==> config.mk <==
export PLATFORM = sky130hd
export DESIGN_NAME = lcd_timing_gen
export DESIGN_NICKNAME = d
export VERILOG_FILES = /design/src/rtl/lcd_timing_gen.sv
export SDC_FILE = /design/constraint.sdc
export NUM_CORES = 1
export LEC_CHECK = 0
export ABC_AREA = 1
export CAP_MARGIN = 20
export CORE_MARGIN = 2
export CORE_UTILIZATION = 40
export DETAILED_ROUTE_END_ITERATION = 6
export GPL_TIMING_DRIVEN = 0
export PLACE_DENSITY_LB_ADDON = 0.25
export SYNTH_ARGS = -nofsm -noshare
export SYNTH_HDL_FRONTEND = slang
export SYNTH_SLANG_ARGS = --single-unit
==> constraint.sdc <==
create_clock -name clk -period 1.35 [get_ports clk]
set_input_delay 0.27 -clock clk [delete_from_list [all_inputs] [get_ports clk]]
set_output_delay 0.27 -clock clk [all_outputs]
set_load 0.03 [all_outputs]
==> src/rtl/lcd_timing_gen.sv <==
// LCD panel timing generator: h/v counters, upstream pixel requests and a
// two-stage output pipeline driving DE, HS, VS and RGB565 colour.
module lcd_timing_gen #(
  parameter int H_ACTIVE = 800,
  parameter int H_FP     = 40,
  parameter int H_SYNC   = 128,
  parameter int H_BP     = 88,
  parameter int V_ACTIVE = 480,
  parameter int V_FP     = 1,
  parameter int V_SYNC   = 3,
  parameter int V_BP     = 21,
  parameter bit HS_POL   = 1'b0,
  parameter bit VS_POL   = 1'b0
) (
  input  logic        clk,
  input  logic        rst_n,
  input  logic        en,
  input  logic [15:0] pix_data,
  output logic        data_req,
  output logic [10:0] pos_x,
  output logic [9:0]  pos_y,
  output logic        frame_start,
  output logic        lcd_de,
  output logic        lcd_hs,
  output logic        lcd_vs,
  output logic [4:0]  lcd_r,
  output logic [5:0]  lcd_g,
  output logic [4:0]  lcd_b
);

  localparam int H_TOTAL = H_ACTIVE + H_FP + H_SYNC + H_BP;
  localparam int V_TOTAL = V_ACTIVE + V_FP + V_SYNC + V_BP;
  localparam int HW = $clog2(H_TOTAL);
  localparam int VW = $clog2(V_TOTAL);

  localparam logic [HW-1:0] H_ACT  = HW'(H_ACTIVE);
  localparam logic [HW-1:0] H_SB   = HW'(H_ACTIVE + H_FP);
  localparam logic [HW-1:0] H_SE   = HW'(H_ACTIVE + H_FP + H_SYNC);
  localparam logic [HW-1:0] H_LAST = HW'(H_TOTAL - 1);
  localparam logic [VW-1:0] V_ACT  = VW'(V_ACTIVE);
  localparam logic [VW-1:0] V_SB   = VW'(V_ACTIVE + V_FP);
  localparam logic [VW-1:0] V_SE   = VW'(V_ACTIVE + V_FP + V_SYNC);
  localparam logic [VW-1:0] V_LAST = VW'(V_TOTAL - 1);

  typedef enum logic {IDLE, RUN} state_e;

  state_e        state_q, state_d;
  logic [HW-1:0] h_q, h_d;
  logic [VW-1:0] v_q, v_d;

  logic          run;
  logic          req_d, fs_d, hs_d, vs_d;
  logic [10:0]   px_d;
  logic [9:0]    py_d;

  logic          req_q, fs_q, hs0_q, vs0_q;
  logic [10:0]   px_q;
  logic [9:0]    py_q;
  logic          req1_q, hs1_q, vs1_q;
  logic          de_q, hs2_q, vs2_q;
  logic [15:0]   rgb_q;

  always_comb begin
    state_d = state_q;
    h_d     = h_q;
    v_d     = v_q;
    unique case (state_q)
      IDLE: begin
        if (en) state_d = RUN;
      end
      RUN: begin
        if (!en) begin
          state_d = IDLE;
          h_d     = '0;
          v_d     = '0;
        end else if (h_q == H_LAST) begin
          h_d = '0;
          v_d = (v_q == V_LAST) ? '0 : v_q + 1'b1;
        end else begin
          h_d = h_q + 1'b1;
        end
      end
    endcase
  end

  // Counter state is only meaningful once RUN has been entered with en held
  always_comb begin
    run   = (state_q == RUN) && en;
    req_d = run && (h_q < H_ACT) && (v_q < V_ACT);
    fs_d  = run && (h_q == '0) && (v_q == '0);
    hs_d  = (run && h_q >= H_SB && h_q < H_SE) ? HS_POL : ~HS_POL;
    vs_d  = (run && v_q >= V_SB && v_q < V_SE) ? VS_POL : ~VS_POL;
    px_d  = req_d ? 11'(h_q) : '0;
    py_d  = req_d ? 10'(v_q) : '0;
  end

  always_ff @(posedge clk or negedge rst_n) begin
    if (!rst_n) begin
      state_q <= IDLE;
      h_q     <= '0;
      v_q     <= '0;
    end else begin
      state_q <= state_d;
      h_q     <= h_d;
      v_q     <= v_d;
    end
  end

  always_ff @(posedge clk or negedge rst_n) begin
    if (!rst_n) begin
      req_q <= 1'b0;
      fs_q  <= 1'b0;
      px_q  <= '0;
      py_q  <= '0;
      hs0_q <= ~HS_POL;
      vs0_q <= ~VS_POL;
    end else begin
      req_q <= req_d;
      fs_q  <= fs_d;
      px_q  <= px_d;
      py_q  <= py_d;
      hs0_q <= hs_d;
      vs0_q <= vs_d;
    end
  end

  // Dropping en flushes the in-flight pixels instead of letting them drain
  always_ff @(posedge clk or negedge rst_n) begin
    if (!rst_n) begin
      req1_q <= 1'b0;
      hs1_q  <= ~HS_POL;
      vs1_q  <= ~VS_POL;
      de_q   <= 1'b0;
      rgb_q  <= '0;
      hs2_q  <= ~HS_POL;
      vs2_q  <= ~VS_POL;
    end else if (!en) begin
      req1_q <= 1'b0;
      hs1_q  <= ~HS_POL;
      vs1_q  <= ~VS_POL;
      de_q   <= 1'b0;
      rgb_q  <= '0;
      hs2_q  <= ~HS_POL;
      vs2_q  <= ~VS_POL;
    end else begin
      req1_q <= req_q;
      hs1_q  <= hs0_q;
      vs1_q  <= vs0_q;
      de_q   <= req1_q;
      rgb_q  <= req1_q ? pix_data : '0;
      hs2_q  <= hs1_q;
      vs2_q  <= vs1_q;
    end
  end

  assign data_req    = req_q;
  assign pos_x       = px_q;
  assign pos_y       = py_q;
  assign frame_start = fs_q;
  assign lcd_de      = de_q;
  assign lcd_hs      = hs2_q;
  assign lcd_vs      = vs2_q;
  assign lcd_r       = rgb_q[15:11];
  assign lcd_g       = rgb_q[10:5];
  assign lcd_b       = rgb_q[4:0];

endmodule
=== Word-level counts from Yosys, hierarchy flattened ===
Index checks and enable logic that the tools add are counted.

* Flip-flop bits (word level): 67
* Input port bits: 19
* Output and inout port bits: 42
* Word-level logic and storage cells: 57

* Add/subtract/negate cells: 2
* Order comparisons: 6
* Equality and inequality tests: 3
* Multiplexer cells: 18
* Reductions and logical operators: 12

{| class="wikitable"
|+ Operators by type and width
! operator !! number
|-
| $mux 9 || 4
|-
| $mux 11 || 3
|-
| $mux 16 || 2
|-
| $lt 11x10->1 const B || 2
|-
| $lt 9x9->1 const B || 2
|-
| $add 11x1->11 const B || 1
|-
| $eq 11x11->1 const B || 1
|-
| $ge 11x10->1 const B || 1
|-
| $logic_not 11->1 || 1
|-
| $add 9x1->9 const B || 1
|-
| $eq 9x9->1 const B || 1
|-
| $ge 9x9->1 const B || 1
|-
| $logic_and 1x1->1 || 9
|-
| $logic_not 9->1 || 1
|-
| $mux 1 || 9
|-
| $ne 2x1->1 const B || 1
|-
| $reduce_and 2->1 || 1
|}

=== Depth between registers and ports, before layout ===
Gate-level depths: netlist of the first run.

* Depth in word-level cells: 4
* Gate-level depth with buffers: 10
* Gate-level depth less buffers: 9

=== Least setup slack after synthesis of the first run ===
No wires, ideal clock.

* Path kind: register -> register
* Start: reg h_q[0]
* End: reg v_q[7]
* Arrival: 1284 ps
* Required time: 1234 ps
* Slack: -51 ps
* Stages on the path, launching flop included: 11
* Path through: dfrtp_1 > ha_1 > nand3_1 > inv_1 > nand3_2 > nand2_2 > nand2_4 > buf_12 > clkinv_8 > nand2_1 > nand2_1

* Cells in the longest elaborated chain, start to end: 3

{| class="wikitable"
|+ Ends and longest elaborated chain
! what !! RTL line !! RTL
|-
| start: declaration || 48 || <nowiki>logic [HW-1:0] h_q, h_d;</nowiki>
|-
| start signal: assignment || 100 || <nowiki>h_q <= '0;</nowiki>
|-
| start signal: assignment || 104 || <nowiki>h_q <= h_d;</nowiki>
|-
| $eq 11x11->1 || 76 || <nowiki>end else if (h_q == H_LAST) begin</nowiki>
|-
| $ne 2x1->1 (no line) || - ||
|-
| $reduce_and 2->1 (no line) || - ||
|-
| end signal: assignment || 105 || <nowiki>v_q <= v_d;</nowiki>
|-
| end: declaration || 49 || <nowiki>logic [VW-1:0] v_q, v_d;</nowiki>
|}

Every way passes these cells.
A chain may end at the register's enable or synchronous reset.

=== Final worst setup path of the first run ===
* Start: reg h_q[1]
* End: reg v_q[7]

The elaborated chain is that of the path after synthesis.

==> impl_metrics.yaml, run 1 <==
sta:
  period_share_pct: 105
  tightest_slew_ns: 0.811
  rsz0062_at_grt: "true"
  fmax_ghz: 0.707
  clock_skew_ns: 0.00711
  setup_tns_ns: -0.493
  hold_viol: 0
  fin_ws_ns: -0.0644
  min_period_ns: 1.41
  setup-violations-final: 15
  relSlewSlack_pct: 45.9
  slew_violations: 0
grt:
  grt_overflow_total: 0
  grt_pass1_vias: 2143
  antenna_found_initial: 0
  grt_max_degree: 68
  grt_pass1_wl_mm: 10.1
  global_route.usage.total_pct: 17.1
route:
  drc: 0
  drtAntennaViolNets: 0
  routed_wirelength_mm: 6.78
  wl_per_cell_um: 13.6
  drt_iter0_drc: 151
  avgViaCountPerCell: 4.68
  first_pass_iters: 4
  vias: 2338
synth:
  synth_async_sr_flop_share_pct: 100
  ys_types: 31
  synth_seq_area_share_pct: 58.7
  ys_seq_elements: 67
  ys.flop_type: "dfrtp_1"
  yosysWarnings: 0
  synth_area_um2: 2870
  synth_edf_count: 0
  synth_area_per_cell_um2: 9.34
  synthCells: 307
clocking:
  clk_latency_ns: 0.34
  cts.sinks: 67
  cts_tree: "yes"
  clk_path_buf_depth: 2
  cts_root_buf: "clkbuf_8"
  cts_hold_buf: 0
  cts_buffers: 9
  clk_pin_slew_ns: 0.07
  htree_num_levels: 3
run_status:
  violations: "setup timing"
  status: "finished, violations left"
die:
  initial_core_util_pct: 41.7
  design.core.area_um2: 6870
  rows: 30
  dieArea_um2: 7860
  die_x_um: 88.7
  die_h_um: 88.7
  io-pin-count: 61
place:
  numPortBuffers: 59
  dp_hpwl_mm: 4.14
  dp.cells: 463
  gp_congestion: 0.868
  placed_area_um2: 3590
setup_path:
  cp_num_buf_inv: 3
  cp-end-kind: "flip-flop"
  worstPathCellList: "ha_4, nand3_4, inv_4, nand3_4, nand2_4, nand2_8, buf_12, clkinv_8, nand2_4, nand2_2"
  path_delay_family: "simple AND/OR/NAND/NOR gates"
  cp_slowest_stage_delay_ns: 0.42
  critPathRequiredTime_ns: 1.59
  worstPathArrival_ns: 1.65
  crit_slowest_cell: "dfrtp_1"
  crit_path_max_fanout: 7
  startpoint_type: "flip-flop"
  path_class: "flip-flop to flip-flop"
finish:
  fin_cells: 500
  area_delta_synth_final_pct: 44.6
  drive_gt1_share_pct: 37.6
  fin_nets: 423
  utilization_pct: 60.4
  n_antenna_cell: 0
  fin_area_um2: 4150
pwr:
  leakage_nw: 1.99
  comb_power_share_pct: 13.6
  peakVddDrop_mv: 0.569
  p_sw_mw: 1.18
  power_frac_clock_pct: 39.7
  netSwitchingFraction_pct: 25.9
  intPower_mw: 3.38
  power_density_nw_per_um2: 1100
  seq_power_share_pct: 46.7
min_path:
  hold_class: "input pin to asynchronous set/reset pin"
flow_run:
  drv_cap: 0
area by class of cell:
cell class	instances	area, um^2
fillers	548	2720
inverters	49	199
multi-input cells	185	1190
well taps	96	120
repair buffers	79	654
flip-flops and latches	67	1690
clock buffers	10	128
plain buffers	8	73.8
clock inverters	6	90.1
power by group through the flow:
stage                     Combinational (mW)  Clock (mW)  Sequential [mW]
final                                  0.618        1.81             2.13
after global routing                   0.685        1.93             2.14
after CTS                              0.579        1.84             2.12
after detailed placement               0.474           0             2.17
after global placement                 0.472           0             2.17
after floorplan                        0.224           0             2.21
cell usage after synthesis (2+ instances only):
cell     instances  area, um^2
a21oi_1          8        40.0
buf_4            5        37.5
dfrtp_1         61        1530
dfstp_2          6         158
ha_1             5        62.6
inv_1           43         161
inv_2            5        18.8
nand2_1         50         188
nand3_1         16        80.1
nand3_2          2        20.0
nand4_1          8        50.1
nor2_1          58         218
nor3_1           2        10.0
nor4_1           2        12.5
o21ai_0          5        25.0
o21ai_2          8        70.1
or2_2            6        37.5
xor2_1           4        35.0
sequential cells by signal (all words and copies together), names as in the netlist:
signal	flops
rgb_q	16
hs0_q	1
state_q	1
v_q	9
vs1_q	1
pos_x	11
h_q	11
lcd_hs	1
lcd_de	1
hs1_q	1
pos_y	9
frame_start	1
lcd_vs	1
req1_q	1
data_req	1
vs0_q	1
per-layer routing:
layer | GRT usage (%) | part of all wire (%) | up-vias
li1 | - | - | 1132
met1 | 21.7 | 42 | 1085
met2 | 27.1 | 48 | 111
met3 | 5.04 | 7.8 | 10
met4 | 7.58 | 1.3 | 0
met5 | 0 | 0 | -
cell families (layout without fill, tap and decap cells):
group | after synthesis | count (layout) | synth area share, %
and+or+nand+nor | 149 | 150 | 23.0
AOI/OAI and AO/OA | 24 | 24 | 5.63
other | 1 | 2 | 0.131
adders and majority gates | 5 | 5 | 2.18
DFF | 67 | 67 | 58.7
buffers and inverters | 57 | 152 | 9.16
xor gates and xnor gates | 4 | 4 | 1.22
placed cells by master (no fill, tap or decap), drive strengths merged:
cell            n
inv            48
nand4           8
nor3            2
nor2           60
clkinv          4
dfstp           6
nand3          19
o311ai          1
clkdlybuf4s15  16
dfrtp          61
nor4            2
dlymetal6s2s    1
xor2            4
clkinvlp        1
dlygate4sd2     2
o21ai          13
nand2          52
bufinv          2
o2111ai         1
a21oi           9
conb            2
or2             6
nand3b          1
ha              5
clkdlybuf4s50  16
buf            29
clkbuf         33
path summary, 6_finish.rpt:
check / startpoint / end / slack (ns) / cells past startpoint
max: h_q[1]$_DFFE_PN0P_ / v_q[7]$_DFFE_PN0P_ / -0.06 / 10
min: rst_n / pos_x[10]$_DFF_PN0_ / 0.02 / 1
min reg2reg: data_req$_DFF_PN0_ / req1_q$_DFF_PN0_ / 0.48 / 2
max in group asynchronous: rst_n / h_q[8]$_DFFE_PN0P_ / 0.75 / 1
min in group clk: en / state_q$_DFF_PN0_ / 0.20 / 1
max reg2reg: h_q[1]$_DFFE_PN0P_ / v_q[7]$_DFFE_PN0P_ / -0.06 / 10
repair_timing:
| item | CTS | global route |
|---|---|---|
| setup endpoints to repair | 59 | 91 |
| cloned | 3 | 0 |
| pin swaps | 9 | 13 |
| resized for setup | 93 | 91 |
| endpoints found under the hold margin | 0 | 0 |
| buffers inserted | 9 | 9 |
per-stage QoR:
step                      power (mW)  hold WS [ns]  worst slack [ns]
after detailed placement        2.64         0.417            -0.283
final                           4.56        0.0160           -0.0644
after CTS                       4.54        0.0463           -0.0919
after global routing            4.76        0.0916            -0.135
after global placement          2.64         0.444             -2.08
after floorplan                 2.43       -0.0256           0.00624
No activity file was read; power rests on OpenSTA's default activity.
==> run 2: changes to the inputs <==
CELL_PAD_IN_SITES_DETAIL_PLACEMENT = 0   (was not set)
CELL_PAD_IN_SITES_GLOBAL_PLACEMENT = 1   (was not set)
CORE_UTILIZATION = 34   (was 40)
==> impl_metrics.yaml, run 2 (synthesis gave the netlist of run 1 again) <==
run_status:
  status: "finished, violations left"
  violations: "setup timing"
clocking:
  htree_num_levels: 3
  cts.sinks: 67
  cts_hold_buf: 0
  clk_pin_slew_ns: 0.08
  clk_latency_ns: 0.34
  cts_buffers: 9
  cts_tree: "yes"
  clk_path_buf_depth: 2
  cts_root_buf: "clkbuf_8"
setup_path:
  cp_slowest_stage_delay_ns: 0.43
  path_class: "flip-flop to flip-flop"
  critPathRequiredTime_ns: 1.59
  cp-end-kind: "flip-flop"
  crit_slowest_cell: "dfrtp_1"
  worstPathCellList: "ha_4, nand3_4, inv_4, nand3_4, nand2_4, nand2_8, buf_12, clkinv_8, nand2_4, nand2_2"
  path_delay_family: "simple AND/OR/NAND/NOR gates"
  startpoint_type: "flip-flop"
  cp_num_buf_inv: 3
  worstPathArrival_ns: 1.67
  crit_path_max_fanout: 7
pwr:
  power_density_nw_per_um2: 1140
  leakage_nw: 2.02
  peakVddDrop_mv: 0.612
  finalPower_mw: 4.78
flow_run:
  drv_cap: 0
sta:
  min_period_ns: 1.43
  slew_violations: 0
  tightest_slew_ns: 0.815
  fin_ws_ns: -0.0802
  relSlewSlack_pct: 45.6
  clock_skew_ns: 0.0109
  hold_viol: 0
  rsz0062_at_grt: "true"
  fmax_ghz: 0.699
  setup-violations-final: 15
  period_share_pct: 106
finish:
  fillers: 794
  area_delta_synth_final_pct: 45.9
  mostFrequentLayoutCells: "59 x dfrtp_1, 46 x nor2_1, 38 x inv_1"
  fin_nets: 422
  top_register: "rgb_q"
  drive_gt1_share_pct: 32.3
  utilization_pct: 50.9
  n_antenna_cell: 0
  largest_reg_flops: 16
  layout_commonest_cell: "dfrtp_1"
route:
  vias: 2280
  wl_per_cell_um: 12.9
  avgViaCountPerCell: 4.49
  drtAntennaViolNets: 0
  routed_wirelength_mm: 6.56
  first_pass_iters: 4
  drt_iter0_drc: 102
  drc: 0
die:
  io-pin-count: 61
  die_h_um: 95.8
  dieArea_um2: 9190
  rows: 33
  design.core.area_um2: 8220
  die_x_um: 95.8
  initial_core_util_pct: 34.9
min_path:
  hold_class: "input pin to asynchronous set/reset pin"
place:
  dp_hpwl_mm: 4.34
  gp_congestion: 0.792
  numPortBuffers: 59
grt:
  grt_max_degree: 68
  antenna_found_initial: 0
  grt_pass1_wl_mm: 10.4
  global_route.usage.total_pct: 15.0
  grt_overflow_total: 0
  grt_pass1_vias: 2242
-- run 2: area by class of cell --
| cell class | count | area, um^2 | area share [%] |
|---|---|---|---|
| buffer | 8 | 73.8 | 1.76 |
| clock buffer | 10 | 128 | 3.05 |
| clock inverter | 6 | 113 | 2.69 |
| inverter | 49 | 199 | 4.75 |
| multi-input combinational | 184 | 1140 | 27.3 |
| sequential | 67 | 1690 | 40.3 |
| timing repair buffer | 79 | 711 | 17.0 |
| tap | 105 | 131 | 3.14 |
-- run 2: per-stage QoR --
stage	hold slack [ns]	instances	worst slack [ns]	TNS [ns]	cell area [um^2]
6_report	0.0282	508	-0.0802	-0.488	4180
5_1_grt	0.0852	508	-0.154	-3.68	4180
2_1_floorplan	-0.0256	308	0.00624	0	2880
3_3_place_gp	0.464	472	-2.14	-153.04	3600
3_5_place_dp	0.420	472	-0.333	-14.09	3600
4_1_cts	0.0480	498	-0.178	-2.25	4030
-- run 2: timing repair --
action                     4_1_cts  5_1_grt
resized for setup               84       74
cloned                           2        0
setup endpoints to repair       78       73
setup buffers                    8       11
hold endpoints to repair         0        0
pin swaps                        6       10
-- run 2: power breakdown --
group | internal (mW) | switching, mW
Sequential | 2.07 | 0.0589
Clock | 1.23 | 0.771
Combinational | 0.290 | 0.357
-- run 2: final timing paths --
check	cells after the start	endpoint	slack (ns)	start
max	10	v_q[7]$_DFFE_PN0P_	-0.08	h_q[1]$_DFFE_PN0P_
min	1	rgb_q[0]$_DFF_PN0_	0.03	rst_n
max reg2reg	10	v_q[7]$_DFFE_PN0P_	-0.08	h_q[1]$_DFFE_PN0P_
min reg2reg	2	req1_q$_DFF_PN0_	0.47	data_req$_DFF_PN0_
max in group asynchronous	1	v_q[8]$_DFFE_PN0P_	0.75	rst_n
min in group clk	1	state_q$_DFF_PN0_	0.34	en
-- run 2: layer usage --
metal  GRT usage [%]  part of all wire (%)
met1            19.2                    44
met2            24.5                    48
met3            3.05                   6.0
met4            7.02                   1.7
met5               0                     0
